**src/rtl/fc_pkg.sv**
```systemverilog
// Shared definitions for the flow-control FIFO producer, FIFO and flow-control FSM.
package fc_pkg;

    // Producer state encoding (2-bit binary).
    typedef enum logic [1:0] {
        S_WAIT  = 2'd0,
        S_SEND  = 2'd1,
        S_PAUSE = 2'd2,
        S_ERR   = 2'd3
    } state_t;

    // Default widths shared with the FIFO and the flow-control FSM.
    localparam int FC_DATA_W = 8;
    localparam int FC_CNT_W  = 16;

endpackage

```
**src/rtl/fc_source_sat_counter.sv**
```systemverilog
// Saturating up-counter: increments on inc, holds at all-ones, cleared by rst.
module sat_counter #(
    parameter int W = 16
) (
    input  logic         clk,
    input  logic         rst,
    input  logic         inc,
    output logic [W-1:0] q
);

    logic [W-1:0] q_q;
    logic [W-1:0] q_d;

    // Next count: step only when not already at the ceiling.
    always_comb begin
        q_d = q_q;
        if (inc && (q_q != '1)) begin
            q_d = q_q + 1'b1;
        end
    end

    // Count register with synchronous reset.
    always_ff @(posedge clk) begin
        if (rst) begin
            q_q <= '0;
        end else begin
            q_q <= q_d;
        end
    end

    assign q = q_q;

endmodule

```
**src/rtl/fc_source.sv**
```systemverilog
// Flow-controlled producer on the write side of the flow-control FIFO.
//
// state   | meaning
// --------+-----------------------------------------------------------
// S_WAIT  | idle after reset, upstream stalled until iniciar
// S_SEND  | streaming; in_ready drops combinationally on pausa/error_full
// S_PAUSE | FIFO almost full; upstream stalled until continuar or idle
// S_ERR   | FIFO overflowed; upstream drained and dropped until idle
module fc_source
    import fc_pkg::*;
#(
    parameter int DATA_W = FC_DATA_W,
    parameter int CNT_W  = FC_CNT_W
) (
    input  logic              clk,
    input  logic              rst,
    input  logic              iniciar,
    input  logic              pausa,
    input  logic              continuar,
    input  logic              error_full,
    input  logic              idle,
    input  logic [DATA_W-1:0] in_data,
    input  logic              in_valid,
    output logic              in_ready,
    output logic              fifo_push,
    output logic [DATA_W-1:0] fifo_data,
    output logic [CNT_W-1:0]  sent_count,
    output logic [CNT_W-1:0]  drop_count,
    output logic              err_seen,
    output logic [1:0]        state
);

    state_t            state_q, state_d;
    logic              push_q, push_d;
    logic [DATA_W-1:0] data_q, data_d;
    logic              err_seen_q, err_seen_d;
    logic              accept;
    logic              send_inc;
    logic              drop_inc;

    // State register.
    always_ff @(posedge clk) begin
        if (rst) begin
            state_q <= S_WAIT;
        end else begin
            state_q <= state_d;
        end
    end

    // Next-state and ready; error_full outranks pausa, which outranks continuar/idle.
    always_comb begin
        state_d  = state_q;
        in_ready = 1'b0;
        case (state_q)
            S_WAIT: begin
                if (iniciar) state_d = S_SEND;
            end
            S_SEND: begin
                in_ready = !pausa && !error_full;
                if (error_full)  state_d = S_ERR;
                else if (pausa)  state_d = S_PAUSE;
            end
            S_PAUSE: begin
                if (error_full)                state_d = S_ERR;
                else if (pausa)                state_d = S_PAUSE;
                else if (continuar || idle)    state_d = S_SEND;
            end
            S_ERR: begin
                in_ready = 1'b1;
                if (idle && !error_full) state_d = S_SEND;
            end
            default: state_d = S_WAIT;
        endcase
    end

    assign accept   = in_valid && in_ready;
    assign send_inc = accept && (state_q == S_SEND);
    assign drop_inc = accept && (state_q == S_ERR);

    // Push/data/sticky-error next values; data only moves on a real push.
    always_comb begin
        push_d     = send_inc;
        data_d     = send_inc ? in_data : data_q;
        err_seen_d = err_seen_q || (state_d == S_ERR);
    end

    // Output registers; reset also cancels any pending push.
    always_ff @(posedge clk) begin
        if (rst) begin
            push_q     <= 1'b0;
            data_q     <= '0;
            err_seen_q <= 1'b0;
        end else begin
            push_q     <= push_d;
            data_q     <= data_d;
            err_seen_q <= err_seen_d;
        end
    end

    sat_counter #(.W(CNT_W)) u_sent_cnt (
        .clk (clk),
        .rst (rst),
        .inc (send_inc),
        .q   (sent_count)
    );

    sat_counter #(.W(CNT_W)) u_drop_cnt (
        .clk (clk),
        .rst (rst),
        .inc (drop_inc),
        .q   (drop_count)
    );

    assign fifo_push = push_q;
    assign fifo_data = data_q;
    assign err_seen  = err_seen_q;
    assign state     = state_q;

endmodule

```
**config.mk**
```make
export PLATFORM = sky130hd
export DESIGN_NAME = fc_source
export DESIGN_NICKNAME = d
export VERILOG_FILES = /design/src/rtl/fc_pkg.sv /design/src/rtl/fc_source_sat_counter.sv /design/src/rtl/fc_source.sv
export SDC_FILE = /design/constraint.sdc
export NUM_CORES = 1
export LEC_CHECK = 0
export BUFFER_PORTS_ARGS = -buffer_cell sky130_fd_sc_hd__buf_2
export CORE_MARGIN = 5
export CORE_UTILIZATION = 50
export CTS_BUF_LIST = sky130_fd_sc_hd__clkbuf_4 sky130_fd_sc_hd__clkbuf_8
export CTS_CLUSTER_DIAMETER = 50
export DETAILED_ROUTE_END_ITERATION = 12
export PLACE_DENSITY = 0.77
export SETUP_SLACK_MARGIN = 0.2
export SLEW_MARGIN = 20
export SYNTH_ARGS = -nofsm -noshare
export SYNTH_HDL_FRONTEND = slang
export SYNTH_SLANG_ARGS = --single-unit
```
**constraint.sdc**
```tcl
create_clock -name clk -period 3.5 [get_ports clk]
set_input_delay 0.35 -clock clk [delete_from_list [all_inputs] [get_ports clk]]
set_output_delay 0.35 -clock clk [all_outputs]
set_load 0.05 [all_outputs]
```
=== After elaboration in Yosys (flattened, before gate mapping) ===
Cells that the tools add are included.

* Register bits: 44
* Input bits: 16
* Output and inout bits: 45
* Word-level logic and storage cells: 35

* Add/subtract/negate cells: 2
* Equal/unequal tests: 6
* Mux-type cells: 9
* Reduce and logical (&&, ||, !) cells: 12

{| class="wikitable"
|+ Operators with widths
! cell !! count
|-
| $add A16 B1 Y16 const B || 2
|-
| $ne A16 B16 Y1 const B || 2
|-
| $mux W2 || 7
|-
| $pmux W2 S4 || 1
|-
| $logic_and A1 B1 Y1 || 7
|-
| $eq A2 B2 Y1 const B || 3
|-
| $eq A2 B1 Y1 const B || 1
|-
| $logic_not A1 Y1 || 2
|-
| $logic_not A2 Y1 || 1
|-
| $logic_or A1 B1 Y1 || 2
|-
| $pmux W1 S2 || 1
|}

=== Depth between registers and ports, before layout ===
Gate-level depths: netlist of the first run.

* Depth in word-level cells: 7
* Mapped depth: 6
* Depth with buffers taken out: 5

=== Cells and area by module ===
A second synthesis of the first run with hierarchy kept.

* Cell total of the unflattened synthesis: 263
* Area total of the unflattened synthesis: 2250.9 µm²

{| class="wikitable"
|+ Modules (own cells, without submodules)
! module !! instances !! cells an instance !! area each (µm²)
|-
| sat_counter || 2 || 99 || 848.3
|-
| fc_source || 1 || 65 || 554.3
|}

=== Least setup slack after synthesis of the first run ===
OpenSTA, ideal clock, no wires.

* Kind: register to register
* From: register u_sent_cnt.q_q[1] (netlist: u_sent_cnt.q[1])
* To: register u_sent_cnt.q_q[6] (netlist: u_sent_cnt.q[6])
* Data arrival time: 2050 ps
* Data required time: 3377 ps
* Slack: 1327 ps
* Cell stages (with the launch flop): 7
* Buffers on the path: 1
* Clock period less this slack: 2173 ps
* Cells stage by stage: dfxtp_1 ha_1 nand4_1 nor4b_2 buf_2 nor4_1 mux2_1

* Longest elaborated chain between the ends: 2
* Elaborated cells between the ends (all ways): 3

{| class="wikitable"
|+ Ends and longest elaborated chain
! what !! RTL line !! source
|-
| from (decl) || fc_source_sat_counter.sv:11 || <nowiki>logic [W-1:0] q_q;</nowiki>
|-
| from (signal assigned) || fc_source_sat_counter.sv:27 || <nowiki>q_q <= q_d;</nowiki>
|-
| branches (longest 2 deep; another with $add A16 B1 Y16) || n/a ||
|}

Parallel ways; which one is timed is not known.
A chain may end at the register's enable or synchronous reset.

=== Worst setup path in the final report of the first run ===
Same ends and word-level chain as after synthesis.

==> results by group, run 1 <==
STA
  • Smallest setup slack after layout: around 1.2 ns
  • Final clock skew: around 0.0065 ns
  • Worst hold slack: about 0.29 ns
  • Slew @ Worst Pin: 0.9188 ns
  • RSZ-0062 raised after global routing: no
  • Tightest slew margin relative to the limit: 0.3859
  • Setup tns final: 0 ns
  • Fmax achieved: roughly 0.44 GHz
  • Final Hold Fails: 0
  • Finish-stage setup viols: 0
  • Period utilisation layout: 0.6501
  • Minimum clock period after layout: between 2 and 2.5 ns
  • Number of pins with negative max-slew slack in the final report: 0

Layout
  • Number of cells in the finished layout apart from fillers: around 360
  • Share of layout cells above drive strength 1: 0.2638
  • Layout net count: 324
  • Fin area: 2577 um^2
  • Final core utilization: 0.6045
  • Register cell area after layout: 880.8 um^2
  • Antenna diode count: 0
  • Area used by multi-input combinational logic: 1194 um^2
  • Post-synthesis to final-layout area growth: 19.08%
  • Fillers: between 300 and 400

Yosys
  • Leading post-synthesis cells by cell area: sky130_fd_sc_hd__dfxtp_1 41%, sky130_fd_sc_hd__a21oi_1 6.9%, sky130_fd_sc_hd__or4_1 6.2%
  • Combined area of all synthesized cells: around 2200 um^2
  • Post-synth EDFFs: 0
  • Yosys warns: 0
  • Cell count after synthesis: roughly 250
  • Area share of the largest cell type after synthesis: 0.4069
  • Post-synth cell types: between 40 and 50
  • Most common library cells after synthesis: 44 x sky130_fd_sc_hd__dfxtp_1, 30 x sky130_fd_sc_hd__a21oi_1, 29 x sky130_fd_sc_hd__nand2_1
  • Most used flip-flop cell after synthesis: sky130_fd_sc_hd__dfxtp_1
  • Share of flip-flops with an asynchronous set or reset: 0
  • Total of flip-flops plus latches after synthesis: between 40 and 50
  • Most frequently used cell type in the post-synthesis netlist: sky130_fd_sc_hd__dfxtp_1
  • Net count of the mapped netlist: 270
  • Syn avg cell area: 8.590 um^2
  • Area leader, netlist: sky130_fd_sc_hd__dfxtp_1
  • Seq/Total Area, Yosys: 0.4069

Clock network
  • Setup Buffers After CTS: 0
  • Number of clock buffers inserted by TritonCTS: 5
  • Number of buffers on the longest clock path: 2
  • Clock root buffer master: sky130_fd_sc_hd__clkbuf_8
  • Total number of H-tree levels: 2
  • Num Clock Sinks: 44
  • Clock latency of the later-clocked register in the worst-skew pair: about 0.29 ns
  • Clock slew at the register clock pins of the worst setup and hold paths: around 0.080 ns
  • TritonCTS clock tree: built
  • Number of buffers inserted for hold repair after clock tree synthesis: 0
  • Gates resized, CTS repair: 0

Run status
  • Run status: finished clean

Floorplanning
  • Core Footprint: about 4300 um^2
  • Starting density of the core: 0.5076
  • Placement row count: 24
  • Die area: between 5000 and 6000 um^2
  • Top-level port count: between 60 and 70
  • X dimension of the die: ~76 um
  • Vertical extent of the die: 75.80 um

Global route
  • Wire length of the first global-routing pass: between 8000 and 9000 um
  • Via count of the first global-routing pass: around 1800
  • Pin count of the biggest net entering global routing: 31
  • Global route overflow: 0
  • Total global routing track utilization: 0.1774
  • Antenna violations before repair: 0

Placement
  • Detail Placement HPWL: roughly 3600 um
  • Number of cells after detailed placement: ~350
  • Total cell area at the placement stage: between 2000 and 2500 um^2
  • RePlAce Congestion: ~0.77
  • Setup Slack @ Placement: 1.237 ns
  • Number of buffer cells added on primary ports: 60

Setup path
  • Reg2reg path depth: 5
  • Slowest Stage Delay on Critical Path: roughly 0.87 ns
  • Category of the worst setup path capture point: flip-flop
  • Buf/Inv on CP: 0
  • Startpoint of the lowest-slack register-to-register path: u_sent_cnt.q[1]
  • R2r setup slk: 1.22 ns
  • Terminus of the critical flop-to-flop path: u_sent_cnt.q[6]
  • Critical path required time: ~3.7 ns
  • Worst Path Arrival: roughly 2.5 ns
  • Cell type group with the largest total delay on the critical path: simple AND/OR/NAND/NOR gates
  • Top fanout value on the critical path: 13
  • Sort of element at the start of the critical path: flip-flop
  • Critical setup path kind: flip-flop to flip-flop
  • CP max-delay cell: sky130_fd_sc_hd__nor4b_2
  • Worst path cell trace: ha_1 > nand4_1 > nor4b_2 > nor4_1 > mux2_1

Drt
  • Total iterations of the first detailed-routing run: 4
  • Routed wire length: a little under 5000 um
  • DRC violation count after routing: 0
  • Routed via count: between 2000 and 2500
  • Iteration-0 DRC Markers: around 110
  • Post-DR vias/cell: 5.788
  • Wirelength per Cell: between 10 and 15 um
  • Post-route ant nets: 0

Power
  • Total Power: 982.4 uW
  • Worst voltage drop across the vdd grid: 0.0003117 V
  • Pleak: around 1.0 nW
  • Ratio of total power to cell area: between 300 and 400 nW/um^2

Min path
  • Hold_sp: in_data[7]
  • Worst hold stages: 3
  • Worst Hold End: fifo_data[7]
  • Min-delay worst type: input port to flip-flop

Run
  • Max-capacitance violation count: 0
==> report_power, final <==
group / internal [mW] / leakage [nW] / switching, mW / total, mW
combinational: 0.0236 / 0.621 / 0.0566 / 0.0802
clock: 0.220 / 0.0586 / 0.168 / 0.388
sequential: 0.507 / 0.355 / 0.00771 / 0.514
total: 0.750 / 1.03 / 0.232 / 0.982
==> cells by family (layout without fill, tap and decap cells) <==
| family | count (synthesis) | in the layout | synth area share |
|---|---|---|---|
| adder cells (fa/ha/maj) | 2 | 2 | 0.01156 |
| AND/OR/NAND/NOR | 115 | 115 | 0.3121 |
| AO/OA/AOI/OAI | 63 | 63 | 0.1821 |
| buffers and inverters | 19 | 74 | 0.04162 |
| multiplexers | 9 | 9 | 0.04566 |
| flip-flops | 44 | 44 | 0.4069 |
==> worst max path at each step <==
| stage | from | endpoint | slack [ns] | cells after the start |
|---|---|---|---|---|
| 5_1_grt | u_sent_cnt.q[1] | u_sent_cnt.q[6] | 1.04 | 5 |
| 2_1_floorplan | u_sent_cnt.q[1] | u_sent_cnt.q[6] | 1.33 | 6 |
| 3_5_place_dp | u_sent_cnt.q[1] | u_sent_cnt.q[6] | 1.24 | 5 |
| 3_3_place_gp | u_sent_cnt.q[0] | u_sent_cnt.q[6] | 1.37 | 5 |
| 6_report | u_sent_cnt.q[1] | u_sent_cnt.q[6] | 1.22 | 5 |
| 4_1_cts | u_sent_cnt.q[1] | u_sent_cnt.q[6] | 1.20 | 5 |
==> worst reg2reg max path, cell delays in order (launching register included) <==
cell	delay (ns)
sky130_fd_sc_hd__dfxtp_1	0.40
sky130_fd_sc_hd__ha_1	0.22
sky130_fd_sc_hd__nand4_1	0.21
sky130_fd_sc_hd__nor4b_2	0.87
sky130_fd_sc_hd__nor4_1	0.11
sky130_fd_sc_hd__mux2_1	0.35
==> state kept, by name, summed over array words and instances (netlist names) <==
register	cells
u_drop_cnt.q	16
u_sent_cnt.q	16
fifo_data	8
state	2
err_seen	1
fifo_push	1
==> final cells by class <==
type	instances	share of cell area
multi-input cells	189	0.4631
flip-flops and latches	44	0.3417
repair buffers	61	0.1194
clock buffers	6	0.02961
well taps	52	0.02524
clock inverters	2	0.01359
inverters	5	0.007282
==> routing by layer <==
layer	global-route usage	up-vias	share of wire	wire length (um)
met5	0	-	0	0
met4	0.05825	0	0.0073	36
li1	-	1058	-	-
met3	0.06201	4	0.074	367
met2	0.2709	50	0.46	2257
met1	0.2335	966	0.46	2291
==> cell usage in the layout, fill, tap and decap left out, types with 5 or more instances in the layout <==
cell	n
sky130_fd_sc_hd__buf_2	60
sky130_fd_sc_hd__dfxtp_1	44
sky130_fd_sc_hd__a21oi_1	30
sky130_fd_sc_hd__nand2_1	29
sky130_fd_sc_hd__or4_1	18
sky130_fd_sc_hd__o31ai_1	17
sky130_fd_sc_hd__nor2_1	15
sky130_fd_sc_hd__nand4_1	10
sky130_fd_sc_hd__nor2b_1	8
sky130_fd_sc_hd__nand3_1	7
sky130_fd_sc_hd__inv_1	5
sky130_fd_sc_hd__mux2_2	5
sky130_fd_sc_hd__o21ai_0	5
sky130_fd_sc_hd__clkbuf_8	5
Power figures use the tool's default switching activity.
==> inputs of run 2 (changes only) <==
- clock period: 3.5 -> 2.23 ns (I/O delays scaled with it)
==> run 2 against run 1 <==
Die area unchanged. Sequential share of layout area about the same. Combinational power is 58% higher. Worst hold slack lost 0.13 ns. Clock power up 38%. Global-route usage is 0.46 points higher. Non-clock buffer count increased by 1. Cell area increased by 0.15%. Critical path type unchanged. Highest routed layer unchanged.
==> results by group, run 2 (synthesis results as in run 1) <==
Power
  • Share of power burned in registers: 0.549
  • Design internal power: approximately 1.1 mW
  • Total Power: 1.472 mW
  • Worst voltage drop across the vdd grid: 0.0004397 V
  • Clock power frac: 0.365
  • Sw Pwr: 362.0 uW
  • Pleak: between 1 and 1.5 nW
  • Ratio of total power to cell area: 570.2 nW/um^2
  • Combinational group share of total power: 0.086
  • Net switching fraction of the power: 0.2460

STA
  • Number of pins with negative max-slew slack in the final report: 0
  • Finish-stage setup viols: 0
  • Fmax achieved: 0.5219 GHz
  • Setup tns final: 0 ns
  • Final Hold Fails: 0
  • Period utilisation layout: 0.8592
  • Tightest slew margin relative to the limit: 0.6040
  • Final clock skew: around 0.0075 ns
  • Slew @ Worst Pin: roughly 0.59 ns
  • Minimum clock period after layout: roughly 1.9 ns
  • RSZ-0062 raised after global routing: no

Placement
  • Detail Placement HPWL: roughly 3600 um
  • RePlAce Congestion: 0.7927
  • Number of buffer cells added on primary ports: 60
  • Total cell area at the placement stage: between 2000 and 2500 um^2

Clock network
  • Number of clock buffers inserted by TritonCTS: 5
  • Clock slew at the register clock pins of the worst setup and hold paths: roughly 0.080 ns
  • Clock latency of the later-clocked register in the worst-skew pair: slightly below 0.3 ns
  • Number of buffers on the longest clock path: 2
  • Num Clock Sinks: 44
  • Clock root buffer master: sky130_fd_sc_hd__clkbuf_8
  • Number of buffers inserted for hold repair after clock tree synthesis: 0
  • Total number of H-tree levels: 2
  • TritonCTS clock tree: built

Layout
  • Post-synthesis to final-layout area growth: 19.25%
  • Layout net count: around 330
  • Commonest non-fill, non-tap cell in the layout: sky130_fd_sc_hd__buf_2
  • Commonest non-fill, non-tap cells in the layout: 60 x sky130_fd_sc_hd__buf_2, 42 x sky130_fd_sc_hd__dfxtp_1, 30 x sky130_fd_sc_hd__a21oi_1
  • Share of layout cells above drive strength 1: 0.2792
  • Antenna diode count: 0
  • Fin area: between 2000 and 3000 um^2

Floorplanning
  • X dimension of the die: 75.80 um
  • Vertical extent of the die: between 70 and 80 um
  • Core Footprint: roughly 4300 um^2
  • Die area: around 5700 um^2
  • Starting density of the core: 0.5076
  • Placement row count: 24
  • Top-level port count: between 60 and 70

Global route
  • Via count of the first global-routing pass: between 1500 and 2000
  • Wire length of the first global-routing pass: roughly 8000 um
  • Global route overflow: 0
  • Total global routing track utilization: 0.1820
  • Antenna violations before repair: 0
  • Pin count of the biggest net entering global routing: 35

Run status
  • Run status: finished clean

Drt
  • Post-DR vias/cell: between 5 and 6
  • Iteration-0 DRC Markers: 105
  • Wirelength per Cell: approximately 14 um
  • Routed wire length: roughly 5100 um
  • Routed via count: about 2100
  • Total iterations of the first detailed-routing run: 4
  • DRC violation count after routing: 0
  • Post-route ant nets: 0

Setup path
  • Sort of element at the start of the critical path: flip-flop
  • Critical path required time: 2.45 ns
  • Critical setup path kind: flip-flop to flip-flop
  • Top fanout value on the critical path: 8
  • Worst Path Arrival: 2.14 ns
  • Category of the worst setup path capture point: flip-flop

Min path
  • Min-delay worst type: input port to flip-flop

Run
  • Max-capacitance violation count: 0
==> run 2: cell count changes in the layout (fill, tap and decap cells not counted) <==
cell                        delta
sky130_fd_sc_hd__and4b_1       -1
sky130_fd_sc_hd__clkinv_2      -1
sky130_fd_sc_hd__clkbuf_4      +1
sky130_fd_sc_hd__buf_4         +1
sky130_fd_sc_hd__nor4_2        +1
sky130_fd_sc_hd__nor4_1        -1
sky130_fd_sc_hd__and4b_2       +1
sky130_fd_sc_hd__clkbuf_8      +1
sky130_fd_sc_hd__dfxtp_2       +2
sky130_fd_sc_hd__bufinv_16     -1
sky130_fd_sc_hd__dfxtp_1       -2
==> run 2: power by group through the flow <==
stage	clock network [mW]	registers [mW]	logic, mW
2_1_floorplan	0	0.860	0.0540
3_3_place_gp	0	0.825	0.126
3_5_place_dp	0	0.826	0.127
4_1_cts	0.559	0.808	0.127
5_1_grt	0.593	0.810	0.137
6_report	0.537	0.808	0.127
==> run 2: worst paths after layout <==
| check | cells past startpoint | start | slack (ns) | end |
|---|---|---|---|---|
| setup / recovery | 5 | u_sent_cnt.q[1] | 0.31 | u_sent_cnt.q[14] |
| hold / removal | 3 | in_data[1] | 0.16 | fifo_data[1] |
| setup reg to reg | 5 | u_sent_cnt.q[1] | 0.31 | u_sent_cnt.q[14] |
| hold reg to reg | 2 | fifo_data[7] | 0.45 | fifo_data[7] |
==> run 2: timing repair <==
action,4_1_cts,5_1_grt
setup buffers,0,0
setup endpoints to repair,0,5
endpoints found under the hold margin,0,0
resized for setup,0,2
==> run 2: layout make-up <==
class	count	area [um^2]
clock buffers	8	97.59
fillers	383	1683
inverters	5	18.77
multi-input cells	189	1201
flip-flops and latches	44	883.3
well taps	52	65.06
repair buffers	62	315.3
==> run 2: per-stage QoR <==
step	hold slack (ns)	std cells	worst slack [ns]	utilization
floorplan	0.3590	252	0.2194	-
global placement	0.4398	352	0.3214	0.5807
detailed placement	0.4446	352	0.2902	0.5807
CTS	0.1450	360	0.2416	0.6036
global route	0.1444	360	0.2004	0.6053
finish	0.1583	360	0.3140	0.6053
==> run 2: critical path: stages (launching register included) <==
cell	delay, ns
sky130_fd_sc_hd__dfxtp_2	0.37
sky130_fd_sc_hd__ha_1	0.20
sky130_fd_sc_hd__nand4_1	0.21
sky130_fd_sc_hd__nand4b_2	0.38
sky130_fd_sc_hd__or4_1	0.53
sky130_fd_sc_hd__a21oi_1	0.14
==> run 2: per-layer routing <==
metal / global-route usage / wire, um / vias to the layer above
li1: - / - / 1061
met2: 0.2890 / 2363 / 63
met1: 0.2351 / 2299 / 997
met3: 0.05805 / 381 / 5
met5: 0 / 0 / -
met4: 0.05631 / 39 / 0
==> inputs of run 3 (changes only) <==
==> constraint.sdc (replaced) <==
create_clock -name clk -period 2.23 [get_ports clk]
set_input_delay 0.446 -clock clk [delete_from_list [all_inputs] [get_ports clk]]
set_output_delay 0.446 -clock clk [all_outputs]
set_load 0.05 [all_outputs]
==> run 3 against run 2 <==
Clock skew fell by 0.0024 ns. Via count is 0.38% lower. Global-route usage is 0.78 points higher. Worst hold slack better by 0.21 ns. Clock power increased by 18%. Total power grew 6.7%. First-iteration DRC count fell by 23%. Critical path type unchanged.
==> results by group, run 3 (synthesis results as in run 1) <==
STA
  • Period utilisation layout: 0.8553
  • Setup tns final: 0 ns
  • Smallest setup slack after layout: approximately 0.32 ns
  • RSZ-0062 raised after global routing: yes
  • Fmax achieved: 0.5243 GHz
  • Slew @ Worst Pin: between 0.5 and 0.6 ns
  • Finish-stage setup viols: 0
  • Tightest slew margin relative to the limit: 0.6489
  • Number of pins with negative max-slew slack in the final report: 0
  • Worst hold slack: between 0.3 and 0.4 ns
  • Final clock skew: around 0.0050 ns
  • Final Hold Fails: 0
  • Minimum clock period after layout: 1.907 ns

Drt
  • Post-DR vias/cell: approximately 5.8
  • Iteration-0 DRC Markers: 81
  • M1 WL: approximately 2500 um
  • Routed via count: about 2100
  • Met3 routed WL: roughly 400 um
  • Routed wire length: between 5000 and 6000 um
  • Sum of met2 wire segment lengths after detailed routing: approximately 2300 um
  • DRC violation count after routing: 0
  • Top routing layer in use: met4
  • Total iterations of the first detailed-routing run: 4
  • Post-route ant nets: 0
  • Wirelength per Cell: between 10 and 15 um

Layout
  • Layout net count: between 300 and 400
  • Commonest non-fill, non-tap cells in the layout: 60 x sky130_fd_sc_hd__buf_2, 42 x sky130_fd_sc_hd__dfxtp_1, 30 x sky130_fd_sc_hd__a21oi_1
  • Commonest non-fill, non-tap cell in the layout: sky130_fd_sc_hd__buf_2
  • Final core utilization: 0.6150
  • Antenna diode count: 0
  • Fillers: about 400
  • Number of cells in the finished layout apart from fillers: around 360
  • Share of layout cells above drive strength 1: 0.2853
  • Post-synthesis to final-layout area growth: 21.16%
  • Fin area: ~2600 um^2

Clock network
  • Clock root buffer master: sky130_fd_sc_hd__clkbuf_8
  • Clock latency of the later-clocked register in the worst-skew pair: ~0.3 ns
  • Num Clock Sinks: between 40 and 50
  • Total number of H-tree levels: 2
  • Clock slew at the register clock pins of the worst setup and hold paths: roughly 0.09 ns
  • Number of clock buffers inserted by TritonCTS: 5
  • Number of buffers inserted for hold repair after clock tree synthesis: 0
  • Setup Buffers After CTS: 0
  • TritonCTS clock tree: built
  • Number of buffers on the longest clock path: 2

Power
  • Ratio of total power to cell area: between 500 and 600 nW/um^2
  • Worst voltage drop across the vdd grid: ~0.00048 V
  • Pleak: 1.056 nW
  • Total Power: 1.570 mW

Run status
  • Run status: finished clean

Floorplanning
  • Vertical extent of the die: about 76 um
  • Core Footprint: 4264 um^2
  • Starting density of the core: 0.5076
  • X dimension of the die: 75.80 um
  • Top-level port count: between 60 and 70
  • Placement row count: 24
  • Die area: around 5700 um^2

Placement
  • Setup Slack @ Placement: about 0.29 ns
  • Total cell area at the placement stage: 2506 um^2
  • Detail Placement HPWL: about 3700 um
  • Number of buffer cells added on primary ports: 60
  • RePlAce Congestion: approximately 0.78
  • Number of cells after detailed placement: roughly 360

Setup path
  • Worst path cell trace: ha_1 > nand4_1 > nand4b_2 > or4_1 > a21oi_1
  • Cell type group with the largest total delay on the critical path: simple AND/OR/NAND/NOR gates
  • Category of the worst setup path capture point: flip-flop
  • Critical path required time: about 2.5 ns
  • Slowest Stage Delay on Critical Path: 0.52 ns
  • Sort of element at the start of the critical path: flip-flop
  • CP max-delay cell: sky130_fd_sc_hd__or4_1
  • Buf/Inv on CP: 0
  • Top fanout value on the critical path: 8
  • Worst Path Arrival: about 2.2 ns
  • Critical setup path kind: flip-flop to flip-flop

Global route
  • Wire length of the first global-routing pass: approximately 8500 um
  • Global route overflow: 0
  • Antenna violations before repair: 0
  • Total global routing track utilization: 0.1898
  • Via count of the first global-routing pass: about 1900
  • Pin count of the biggest net entering global routing: 30

Run
  • Max-capacitance violation count: 0

Min path
  • Min-delay worst type: input port to flip-flop
run 3: cell types whose count changed in the layout (fill, tap and decap cells not counted):
cell,previous run,this run
sky130_fd_sc_hd__inv_6,0,1
sky130_fd_sc_hd__clkinvlp_4,0,1
sky130_fd_sc_hd__clkbuf_4,2,0
sky130_fd_sc_hd__clkbuf_8,6,5
sky130_fd_sc_hd__nor4_2,1,0
sky130_fd_sc_hd__bufinv_16,0,1
sky130_fd_sc_hd__nor4_1,2,3
sky130_fd_sc_hd__buf_4,2,6
run 3: final timing paths:
path                        start                to  slack, ns  cells after the start
setup reg to reg  u_sent_cnt.q[0]  u_sent_cnt.q[14]       0.32                      5
hold reg to reg      fifo_data[6]      fifo_data[6]       0.46                      2
hold / removal         in_data[7]      fifo_data[7]       0.37                      3
setup / recovery  u_sent_cnt.q[0]  u_sent_cnt.q[14]       0.32                      5
run 3: report_power, final:
group / switching (mW) / total [mW] / internal [mW]
registers: 0.00876 / 0.804 / 0.795
clock network: 0.293 / 0.631 / 0.338
logic: 0.0938 / 0.135 / 0.0414
total: 0.396 / 1.57 / 1.17
run 3: layout make-up:
cell class / instances / area [um^2] / area share
Tap cell: 52 / 65.06 / 0.02481
Clock inverter: 3 / 46.29 / 0.01765
Sequential cell: 44 / 883.3 / 0.3368
Clock buffer: 5 / 68.82 / 0.02624
Multi-Input combinational cell: 189 / 1195 / 0.4556
Timing Repair Buffer: 66 / 345.3 / 0.1317
Inverter: 5 / 18.77 / 0.007156
run 3: metal layers:
| layer | global-route usage | vias to the layer above |
|---|---|---|
| li1 | - | 1071 |
| met4 | 0.06408 | 0 |
| met5 | 0 | - |
| met3 | 0.05937 | 6 |
| met2 | 0.2937 | 48 |
| met1 | 0.2500 | 993 |
run 3: repair_timing:
item	4_1_cts	5_1_grt
resized for setup	0	1
setup endpoints to repair	0	6
endpoints found under the hold margin	0	0
run 3: worst reg2reg max path: cells and delay by family (launching register included):
family,cells,cell delay [ns]
AO/OA/AOI/OAI,1,0.14
flip-flops,1,0.37
adder cells (fa/ha/maj),1,0.19
AND/OR/NAND/NOR,3,1.14
